## src/rtl/bfly_pkg.sv

```systemverilog
// Shared definitions for the radix-2 butterfly stages: index helpers, bit reversal
// and the {im, re} packing layout used between stages.
package bfly_pkg;

    typedef enum logic {
        ST_LOAD  = 1'b0,
        ST_DRAIN = 1'b1
    } bfly_state_t;

    // Complex words are packed {im, re}, real part in the low bits.
    localparam int CPLX_RE_LSB = 0;

    function automatic int cplx_im_lsb(input int dw);
        return dw;
    endfunction

    function automatic int cplx_w(input int dw);
        return 2 * dw;
    endfunction

    function automatic int idx_w(input int n);
        return (n > 1) ? $clog2(n) : 1;
    endfunction

    function automatic logic [31:0] bitrev(input logic [31:0] k, input int lw);
        logic [31:0] r;
        r = '0;
        for (int i = 0; i < lw; i++) begin
            r[lw-1-i] = k[i];
        end
        return r;
    endfunction

endpackage

```

## src/rtl/bfly_stage1_stream_bfly2.sv

```systemverilog
// Radix-2 W0 butterfly on packed {im, re} operands: sum = a+b, dif = a-b, one bit of growth.
module bfly2 #(
    parameter int DW = 8
) (
    input  logic [2*DW-1:0]     i_a,
    input  logic [2*DW-1:0]     i_b,
    output logic [2*(DW+1)-1:0] o_sum,
    output logic [2*(DW+1)-1:0] o_dif
);

    genvar gi;
    generate
        for (gi = 0; gi < 2; gi++) begin : g_comp
            logic signed [DW:0] w_a_ext;
            logic signed [DW:0] w_b_ext;

            // Sign-extend before the add so the extra bit can never wrap.
            assign w_a_ext = {i_a[gi*DW + DW-1], i_a[gi*DW +: DW]};
            assign w_b_ext = {i_b[gi*DW + DW-1], i_b[gi*DW +: DW]};

            assign o_sum[gi*(DW+1) +: DW+1] = w_a_ext + w_b_ext;
            assign o_dif[gi*(DW+1) +: DW+1] = w_a_ext - w_b_ext;
        end
    endgenerate

endmodule

```

## src/rtl/bfly_stage1_stream.sv

```systemverilog
// Streaming first DIT radix-2 stage: loads one frame into a buffer, then drains a+b / a-b pairs.
// Build option BFLY_BITREV_EN: defined = input in natural order (bit-reversed on write).
module bfly_stage1_stream
    import bfly_pkg::*;
#(
    parameter int N  = 32,
    parameter int DW = 8
) (
    input  logic                   clk,
    input  logic                   rst,
    input  logic                   in_valid,
    output logic                   in_ready,
    input  logic [DW-1:0]          in_re,
    input  logic [DW-1:0]          in_im,
    output logic                   out_valid,
    input  logic                   out_ready,
    output logic [DW:0]            out_re,
    output logic [DW:0]            out_im,
    output logic [idx_w(N)-1:0]    out_idx,
    output logic                   out_last
);

    localparam int LW     = idx_w(N);
    localparam int CW     = cplx_w(DW);
    localparam int IM_LSB = cplx_im_lsb(DW);

    bfly_state_t r_state;
    bfly_state_t w_state_next;

    logic [LW-1:0] r_load_cnt;
    logic [LW:0]   r_iss_cnt;
    logic [CW-1:0] r_buf [N];

    logic          r_out_valid;
    logic [DW:0]   r_out_re;
    logic [DW:0]   r_out_im;
    logic [LW-1:0] r_out_idx;
    logic          r_out_last;

    logic          w_in_fire;
    logic          w_out_fire;
    logic          w_issue;
    logic          w_load_last;
    logic [LW-1:0] w_wr_slot;
    logic [LW-1:0] w_rd_a;
    logic [LW-1:0] w_rd_b;
    logic [CW-1:0] w_a;
    logic [CW-1:0] w_b;
    logic [2*(DW+1)-1:0] w_sum;
    logic [2*(DW+1)-1:0] w_dif;

    assign in_ready    = (r_state == ST_LOAD);
    assign w_in_fire   = in_valid && in_ready;
    assign w_load_last = (r_load_cnt == LW'(N-1));
    assign w_out_fire  = r_out_valid && out_ready;
    // Issue a new result when the output register is empty or being emptied this cycle.
    assign w_issue     = (r_state == ST_DRAIN) && !r_iss_cnt[LW] && (!r_out_valid || out_ready);

`ifdef BFLY_BITREV_EN
    assign w_wr_slot = LW'(bitrev(32'(r_load_cnt), LW));
`else
    assign w_wr_slot = r_load_cnt;
`endif

    always_ff @(posedge clk) begin
        if (w_in_fire) begin
            r_buf[w_wr_slot] <= {in_im, in_re};
        end
    end

    assign w_rd_a = {r_iss_cnt[LW-1:1], 1'b0};
    assign w_rd_b = {r_iss_cnt[LW-1:1], 1'b1};
    assign w_a    = r_buf[w_rd_a];
    assign w_b    = r_buf[w_rd_b];

    bfly2 #(
        .DW (DW)
    ) u_bfly2 (
        .i_a   (w_a),
        .i_b   (w_b),
        .o_sum (w_sum),
        .o_dif (w_dif)
    );

    always_ff @(posedge clk) begin
        if (rst) begin
            r_state <= ST_LOAD;
        end else begin
            r_state <= w_state_next;
        end
    end

    always_comb begin
        w_state_next = r_state;
        case (r_state)
            ST_LOAD: begin
                if (w_in_fire && w_load_last) begin
                    w_state_next = ST_DRAIN;
                end
            end
            ST_DRAIN: begin
                if (w_out_fire && r_out_last) begin
                    w_state_next = ST_LOAD;
                end
            end
            default: w_state_next = ST_LOAD;
        endcase
    end

    always_ff @(posedge clk) begin
        if (rst) begin
            r_load_cnt  <= '0;
            r_iss_cnt   <= '0;
            r_out_valid <= 1'b0;
            r_out_re    <= '0;
            r_out_im    <= '0;
            r_out_idx   <= '0;
            r_out_last  <= 1'b0;
        end else begin
            if (w_in_fire) begin
                r_load_cnt <= w_load_last ? '0 : r_load_cnt + 1'b1;
            end

            if (w_issue) begin
                r_out_valid <= 1'b1;
                r_out_idx   <= r_iss_cnt[LW-1:0];
                r_out_last  <= (r_iss_cnt[LW-1:0] == LW'(N-1));
                // Even index carries a+b, odd index a-b of the same pair.
                if (r_iss_cnt[0]) begin
                    r_out_re <= w_dif[CPLX_RE_LSB +: DW+1];
                    r_out_im <= w_dif[DW+1 +: DW+1];
                end else begin
                    r_out_re <= w_sum[CPLX_RE_LSB +: DW+1];
                    r_out_im <= w_sum[DW+1 +: DW+1];
                end
                r_iss_cnt <= r_iss_cnt + 1'b1;
            end else if (w_out_fire) begin
                r_out_valid <= 1'b0;
            end

            if (w_out_fire && r_out_last) begin
                r_iss_cnt   <= '0;
                r_out_valid <= 1'b0;
                r_out_last  <= 1'b0;
            end
        end
    end

    assign out_valid = r_out_valid;
    assign out_re    = r_out_re;
    assign out_im    = r_out_im;
    assign out_idx   = r_out_idx;
    assign out_last  = r_out_last;

endmodule
```

## config.mk

```make
export PLATFORM = sky130hd
export DESIGN_NAME = bfly_stage1_stream
export DESIGN_NICKNAME = d
export VERILOG_FILES = /design/src/rtl/bfly_pkg.sv /design/src/rtl/bfly_stage1_stream_bfly2.sv /design/src/rtl/bfly_stage1_stream.sv
export SDC_FILE = /design/constraint.sdc
export NUM_CORES = 1
export LEC_CHECK = 0
export CAP_MARGIN = 20
export CORE_MARGIN = 2
export CORE_UTILIZATION = 45
export DETAILED_ROUTE_END_ITERATION = 8
export GPL_TIMING_DRIVEN = 0
export PLACE_DENSITY = 0.65
export REMOVE_ABC_BUFFERS = 1
export SLEW_MARGIN = 0
export SYNTH_ARGS = -nofsm -noshare
export SYNTH_HDL_FRONTEND = slang
export SYNTH_SLANG_ARGS = --single-unit
```

## constraint.sdc

```tcl
create_clock -name clk -period 13.7 [get_ports clk]
set_input_delay 4.11 -clock clk [delete_from_list [all_inputs] [get_ports clk]]
set_output_delay 4.11 -clock clk [all_outputs]
set_load 0.005 [all_outputs]
```

# Word-level counts from Yosys, hierarchy flattened
# Memories as Yosys holds them, arrays and structs flattened. A register that Yosys moved wholly into a read port is not among the register bits.
# Index checks and enable logic that the tools add are counted.
dict set report totals {
  input_bits 20
  wordCells 43
  memories 1
  register_bits 37
  mem_bits_rw 512
  output_inout_bits 26
}
dict set report op_classes {
  n_eq_ne 2
  mux 14
  n_addsub 6
  n_reduce_logical 11
  n_bitwise 1
}
# name words word_bits rd rd_clocked_by_memory_dff write_ports line
set mem_list {}
lappend mem_list {r_buf 32 16 2 2 1 bfly_stage1_stream.sv:32} ;# logic [CW-1:0] r_buf [N];
# cell n
set op_table {}
lappend op_table {{5-bit two-way mux} 5}
lappend op_table {{8-bit by 8-bit adder with 9-bit output} 2}
lappend op_table {{9-bit two-way mux} 2}
lappend op_table {{8-bit by 8-bit subtractor with 9-bit output} 2}
lappend op_table {{5-bit == test, second input constant} 2}
lappend op_table {{6-bit by 1-bit adder with 6-bit output, second input constant} 1}
lappend op_table {{1-bit logical AND} 6}
lappend op_table {{1-bit two-way mux} 6}
lappend op_table {{5-bit by 1-bit adder with 5-bit output, second input constant} 1}
lappend op_table {{1-bit logical NOT} 2}
lappend op_table {{1-bit case mux with 2 select lines} 1}
lappend op_table {{2-bit nonzero test} 1}
lappend op_table {{2-bit OR reduction} 1}
lappend op_table {{1-bit logical OR} 1}
lappend op_table {{1-bit inverter} 1}

# Logic depth before layout (Yosys ltp)
# Gate-level depths: netlist of the first run.
dict set report logic_depth {
  ltp_word 5
  depth_mapped 21
  mapped_depth_nobuf 17
}

# Cells and area by module
# A second synthesis of the first run with hierarchy kept.
dict set report hier_totals {
  cells_unflattened 1229
  hier_area_um2 22531.6
}
# module instances area_per_inst_um2 cells_each
set modules_own_cells {}
lappend modules_own_cells {bfly_stage1_stream 1 21074.0 1025}
lappend modules_own_cells {bfly2 1 1457.6 204}

# Least setup slack after synthesis of the first run
# Ideal clock, no wire load.
dict set report synth_path {
  path_kind {input -> register}
  from {input port in_valid}
  to {memory r_buf[14][0] in the netlist's numbering (enable)}
  slack_ns 7.949
  setup_time_ns 0.388
  arrival_ns 5.362
  required_ns 13.312
  path_buffers 0
  cell_stages 3
  cell_sequence {nor2b_1 -> nand2_1 -> nor2_1}
}
dict set report synth_between {
  elab_chain_len 3
}
# item line
set synth_lines {}
lappend synth_lines {{start, declared} bfly_stage1_stream.sv:11} ;# input logic in_valid,
lappend synth_lines {{1-bit logical AND} bfly_stage1_stream.sv:53} ;# assign w_in_fire = in_valid && in_ready;
lappend synth_lines {{1-bit two-way mux} bfly_stage1_stream.sv:66} ;# if (w_in_fire) begin
lappend synth_lines {{1-bit two-way mux (not written as such)} bfly_stage1_stream.sv:67} ;# r_buf[w_wr_slot] <= {in_im, in_re};
lappend synth_lines {{end, declared} bfly_stage1_stream.sv:32}
# Every way passes these cells.

# Worst setup path after layout of the first run
dict set report layout_path {
  from {input port in_valid}
  to {memory r_buf[8][9] in the netlist's numbering (enable)}
}
# The elaborated chain is that of the path after synthesis.

==> out/metrics.yaml, run 1 <==
status: "finished clean"
clkPwrFrac_pct: 44.7
viasPerCell: 5.72
fin_cells: 1921
cp_max_fo: 10
finalSetupTns_ps: 0
clock_latency_ps: 600
clockBufferDepth: 3
seq_area_frac_synth_pct: 72.9
ys_ff_latch: 553
critPathRequiredTime_ps: 14000
grt_overflow: 0
h-tree-depth: 2
yosysTopAreaCellShare_pct: 69.2
ios: 46
finalSetupViolations: 0
synthToLayoutAreaGrowth_pct: 18.4
syn_area_per_cell_um2: 19.9
netSwitchingPower_w: 0.000693
place.detailed.hpwl_mm: 30.5
dieArea_um2: 51100
io_buffers: 45
holdBufCountCts: 0
finalHoldViolCount: 0
antennaDiodeCount: 0
core_um2: 48800
yosys_warnings: 0
combPwrFrac_pct: 3.1
numCtsBuffers: 55
nets: 1259
synth-edff-count: 512
power.density_nw_per_um2: 135
rsz0062_at_grt: "false"
fin_crit_sh_pct: 45.6
tightest_slew_ps: 1170
dr.pass1.iters: 5
yosys_most_used_dff: "edfxtp_1"
endpoint_kind: "register"
fin_crit_ps: 6240
drc: 0
synth_top_area_cell: "edfxtp_1"
drive_gt1_share_pct: 26.4
slew_headroom_pct: 21.9
clk_pin_slew_worst_paths_ps: 60
yosysUniqueCellTypes: 65
grt_pass1_wl_mm: 73.0
critPathKind: "primary input to register"
intPower_w: 0.00286
cp_data_arrival_time_ps: 6550
async_flop_share_pct: 0
p_sw_share_pct: 19.5
syn_inst: 1115
synth.most_common_cell: "edfxtp_1"
dpl_cell_area_um2: 24100
avgRoutedWirePerCell_um: 25.8
drtIter0Drc: 1218
cts_resized: 0
cts_tree: "yes"
clock_sinks: 553
ir_drop_uv: 105
rows: 81
root_buffer: "clkbuf_16"
antenna_found_initial: 0
seq_power_share_pct: 52.2
crit_path_max_incr_delay_ps: 850
p_total_w: 0.00355
stdcell_area_um2: 26300
vias: 10994
synth_area_um2: 22200
worstPathCellList: "clkdlybuf4s50_1 -> nor2b_1 -> nand2_1 -> nor2_2 -> buf_8"
grt_pass1_vias: 10933
synth_common_cells: "512 x edfxtp_1, 133 x mux4_2, 64 x nor2_1"
synth.area.top_cells: "edfxtp_1 69%, mux4_2 13%, dfxtp_1 3.7%, mux4_1 1.7%, ha_1 1.4%"
cts_setup_buffers: 0
finalClockSkew_ps: 13.9
dp_cells: 1806
gp_congestion: 0.781
grt_start_max_net_pins: 50
drv_slew: 0
start_kind: "primary input"
wl_mm: 49.5
grt_use_total_pct: 20.0
drv_cap: 0
max_freq_ghz: 0.160
worstHoldPathType: "register to register"
ant_nets: 0
chipWidth_um: 226
leakage_nw: 8.16
utilization_pct: 53.8
crit_slowest_cell: "nor2_2"
start_util_pct: 45.5
die_y_um: 226
## power groups by stage
| stage | Combinational, W | Clock (W) | Sequential [W] |
|---|---|---|---|
| 2_1_floorplan | 0.0000486 | 0 | 0.00189 |
| 3_3_place_gp | 0.0000920 | 0 | 0.00189 |
| 3_5_place_dp | 0.000101 | 0 | 0.00189 |
| 4_1_cts | 0.000101 | 0.00161 | 0.00185 |
| 5_1_grt | 0.000121 | 0.00168 | 0.00185 |
| 6_report | 0.000111 | 0.00159 | 0.00185 |
## cell families after synthesis
group,count (synthesis),synth area share [%]
DFF,553,72.9
xor gates and xnor gates,21,0.862
muxes,164,16.0
and+or+nand+nor,178,3.83
AOI/OAI and AO/OA,96,2.87
adders and majority gates,27,1.59
buffers and inverters,76,1.92
## path summary, 6_finish.rpt
path,depth (start not counted),end,slack (ps),from
worst max-delay path,5,r_buf[8][9],7460,in_valid
worst min-delay path,2,out_idx[0],450,out_idx[0]
worst max register to register,14,out_re[8],7500,register
worst min register to register,2,out_idx[0],450,out_idx[0]
## layer usage
metal | track usage, % | share of wire, %
met3 | 4.32 | 6.9
met5 | 0 | 0
met1 | 28.4 | 43
met4 | 4.97 | 1.9
met2 | 31.7 | 48
## through the flow
stage | hold slack, ps | setup WS, ps
2_1_floorplan | 431 | 5440
3_3_place_gp | 440 | 2220
3_5_place_dp | 447 | 6890
4_1_cts | 456 | 7510
5_1_grt | 470 | 7240
6_report | 452 | 7460
## cell usage in the layout, fill, tap and decap left out, types with 11 or more instances in the layout
| master | count |
|---|---|
| edfxtp_1 | 512 |
| mux4_2 | 133 |
| clkbuf_16 | 62 |
| nand2_1 | 48 |
| clkdlybuf4s50_1 | 44 |
| dfxtp_1 | 37 |
| nor2_1 | 32 |
| a21oi_1 | 32 |
| nor2_2 | 32 |
| buf_16 | 26 |
| ha_1 | 25 |
| o21ai_0 | 19 |
| buf_8 | 18 |
| inv_1 | 17 |
| mux4_1 | 14 |
| nor2b_1 | 13 |
| clkbuf_1 | 12 |
| xnor2_1 | 11 |
## final cells by class
type / instances / area, um2
clock buffer: 72 / 1500
fill: 3815 / 22600
clock inverter: 30 / 424
sequential: 553 / 16200
tap: 664 / 831
multi-input combinational: 486 / 5670
timing repair buffer: 95 / 1580
inverter: 21 / 78.8
## critical path, delay by kind of cell
family / cells / cell delay (ps)
buffers and inverters: 2 / 720
AND/OR/NAND/NOR: 3 / 1710
## sequential cells by signal (all words and copies together), names as in the netlist, named ones only
name        cells
r_buf         512
out_im          9
out_re          9
r_iss_cnt       6
out_idx         5
r_load_cnt      5
out_last        1
out_valid       1
r_state         1
Power figures use the tool's default switching activity.
==> inputs of run 2 (changes only) <==
Clock period 13.7 ns to 6.13 ns, I/O delays scaled along.
==> run 2 against run 1 <==
Wire length up 0.17%. Global-route usage unchanged. Cell area about the same. Largest power group unchanged. Worst hold slack about the same. Setup slack worse by 7100 ps. Register-to-register slack worse by 7200 ps. Sequential share of layout area down 0.061 points. Clock skew down 1.0 ps. Via count down 0.17%. Non-clock buffer count up 1.
==> out/metrics.yaml, run 2 (synthesized netlist as in run 1, its figures left out) <==
viasPerCell: 5.71  # -0.22%
grt_pass1_wl_mm: 73.0  # unchanged
highest_layer: "met4"
ios: 46  # unchanged
grt_pass1_vias: 10933  # unchanged
dr.pass1.iters: 5  # unchanged
critPathRequiredTime_ps: 6630  # -7370 ps
power.density_nw_per_um2: 301  # +120%
core_um2: 48800  # unchanged
top_register: "r_buf"
grt_use_total_pct: 20.0  # unchanged
start_util_pct: 45.5  # unchanged
ir_drop_uv: 235  # +120%
leakage_nw: 8.17  # +0.15%
fillCellCount: 3811  # -0.10%
finalClockSkew_ps: 12.9  # -1.01 ps
whs_ps: 452  # +0.0220 ps
fin_cells: 1922  # +0.052%
antennaDiodeCount: 0  # unchanged
dieArea_um2: 51100  # unchanged
drtIter0Drc: 1290  # +5.9%
clockBufferDepth: 3  # unchanged
drive_gt1_share_pct: 26.6  # +0.14 points
endpoint_kind: "register"
dpl_cell_area_um2: 24100  # unchanged
synthToLayoutAreaGrowth_pct: 18.6  # about the same
numCtsBuffers: 55  # unchanged
finalHoldViolCount: 0  # unchanged
ant_nets: 0  # unchanged
drv_slew: 0  # unchanged
wl_met3_mm: 3.66  # +6.6%
finalSetupViolations: 0  # unchanged
wl_met2_mm: 23.9  # -0.22%
rsz0062_at_grt: "false"
p_total_w: 0.00793  # +120%
gp_congestion: 0.781  # unchanged
wl_mm: 49.6  # +0.17%
dp_cells: 1806  # unchanged
worstHoldPathType: "register to register"
grt_overflow: 0  # unchanged
clock_latency_ps: 600  # about the same
cp_max_fo: 47  # +37
h-tree-depth: 2  # unchanged
slew_headroom_pct: 29.8  # +7.9 points
avgRoutedWirePerCell_um: 25.8  # +0.12%
tightest_slew_ps: 1050  # -122 ps
place.detailed.hpwl_mm: 30.5  # unchanged
nets: 1260  # +0.079%
antenna_found_initial: 0  # unchanged
crit_path_frequent_cell: "ha_1"
root_buffer: "clkbuf_16"
drv_cap: 0  # unchanged
wl_met1_mm: 21.1  # -0.32%
clk_pin_slew_worst_paths_ps: 60  # about the same
fin_crit_sh_pct: 94.8
vias: 10975  # -0.17%
start_kind: "register"
critPathKind: "register to register"
drc: 0  # unchanged
largest_register_ffs: 512  # unchanged
seq_area_um2: 16200  # unchanged
final_cell_mix: "512 x edfxtp_1, 133 x mux4_2, 62 x clkbuf_16, 48 x nand2_1, 44 x clkdlybuf4s50_1"
rows: 81  # unchanged
worstPathCellList: "buf_16 -> mux4_1 -> mux4_2 -> inv_1 -> ha_1 -> nor2_1 -> xor2_1 -> ha_1 -> nor2b_1 -> o21ai_0 -> a21oi_1 -> o41ai_1 -> xnor2_2 -> xnor2_1 -> mux2_2 -> o41ai_2"
holdBufCountCts: 0  # unchanged
stdcell_area_um2: 26300  # about the same
grt_start_max_net_pins: 50  # unchanged
finalSetupTns_ps: 0  # unchanged
die_y_um: 226  # unchanged
io_buffers: 45  # unchanged
multi_input_area_um2: 5680  # +0.11%
crit_slowest_cell: "dfxtp_4"
cp_data_arrival_time_ps: 6310  # -240 ps
layout_commonest_cell: "edfxtp_1"
clock_sinks: 553  # unchanged
status: "finished clean"
crit_path_max_incr_delay_ps: 670  # -180 ps
chipWidth_um: 226  # unchanged
fin_crit_ps: 5810
cts_tree: "yes"
max_freq_ghz: 0.172
==> run 2: cell types whose count changed in the layout (fill, tap and decap cells not counted), sizes merged <==
| cell | previous run | this run |
|---|---|---|
| buf | 45 | 46 |
==> run 2: cell type report <==
type,count,area share (%)
Multi-Input combinational cell,486,21.6
Tap cell,664,3.16
Inverter,21,0.299
Sequential cell,553,61.6
Clock buffer,72,5.70
Timing Repair Buffer,96,6.08
Clock inverter,30,1.61
==> run 2: worst paths after layout <==
kind              start         end  slack [ps]  cells past startpoint
max reg2reg    register   out_re[8]         320                     16
min reg2reg  out_idx[0]  out_idx[0]         450                      2
min          out_idx[0]  out_idx[0]         450                      2
max            register   out_re[8]         320                     16
==> run 2: routing by layer <==
| layer | track usage, % | up-vias |
|---|---|---|
| met5 | 0 | - |
| met4 | 4.97 | 0 |
| met3 | 4.32 | 69 |
| met2 | 31.7 | 393 |
| met1 | 28.4 | 5747 |
| li1 | - | 4766 |
==> run 2: stage by stage <==
step / utilization [%] / setup slack, ps
finish: 53.9 / 321
global route: 53.9 / 18.2
CTS: 53.2 / 139
detailed placement: 49.3 / 161
global placement: 47.4 / -5350
floorplan: - / -2130
==> run 2: power by group <==
group          leakage, nW  internal [W]  switching (W)  total [W]
clock network        0.935       0.00215        0.00140    0.00354
registers             4.95       0.00413     0.00000511    0.00414
logic                 2.29     0.0000998       0.000148   0.000248
total                 8.17       0.00638        0.00155    0.00793
==> run 2: critical path: cells and delay by family (launching register included) <==
kind / cells / cell delay (ps)
AND/OR/NAND/NOR: 2 / 240
buffers and inverters: 2 / 450
flip-flops: 1 / 670
adder cells (fa/ha/maj): 2 / 650
multiplexers: 3 / 1440
AO/OA/AOI/OAI: 4 / 1670
XOR/XNOR: 3 / 510
==> run 2: timing repair <==
| action | 4_1_cts | 5_1_grt |
|---|---|---|
| endpoints found under the hold margin | 0 | 0 |
| setup buffers | 0 | 1 |
| gates resized for setup | 0 | 1 |
| setup endpoints to repair | 0 | 1 |
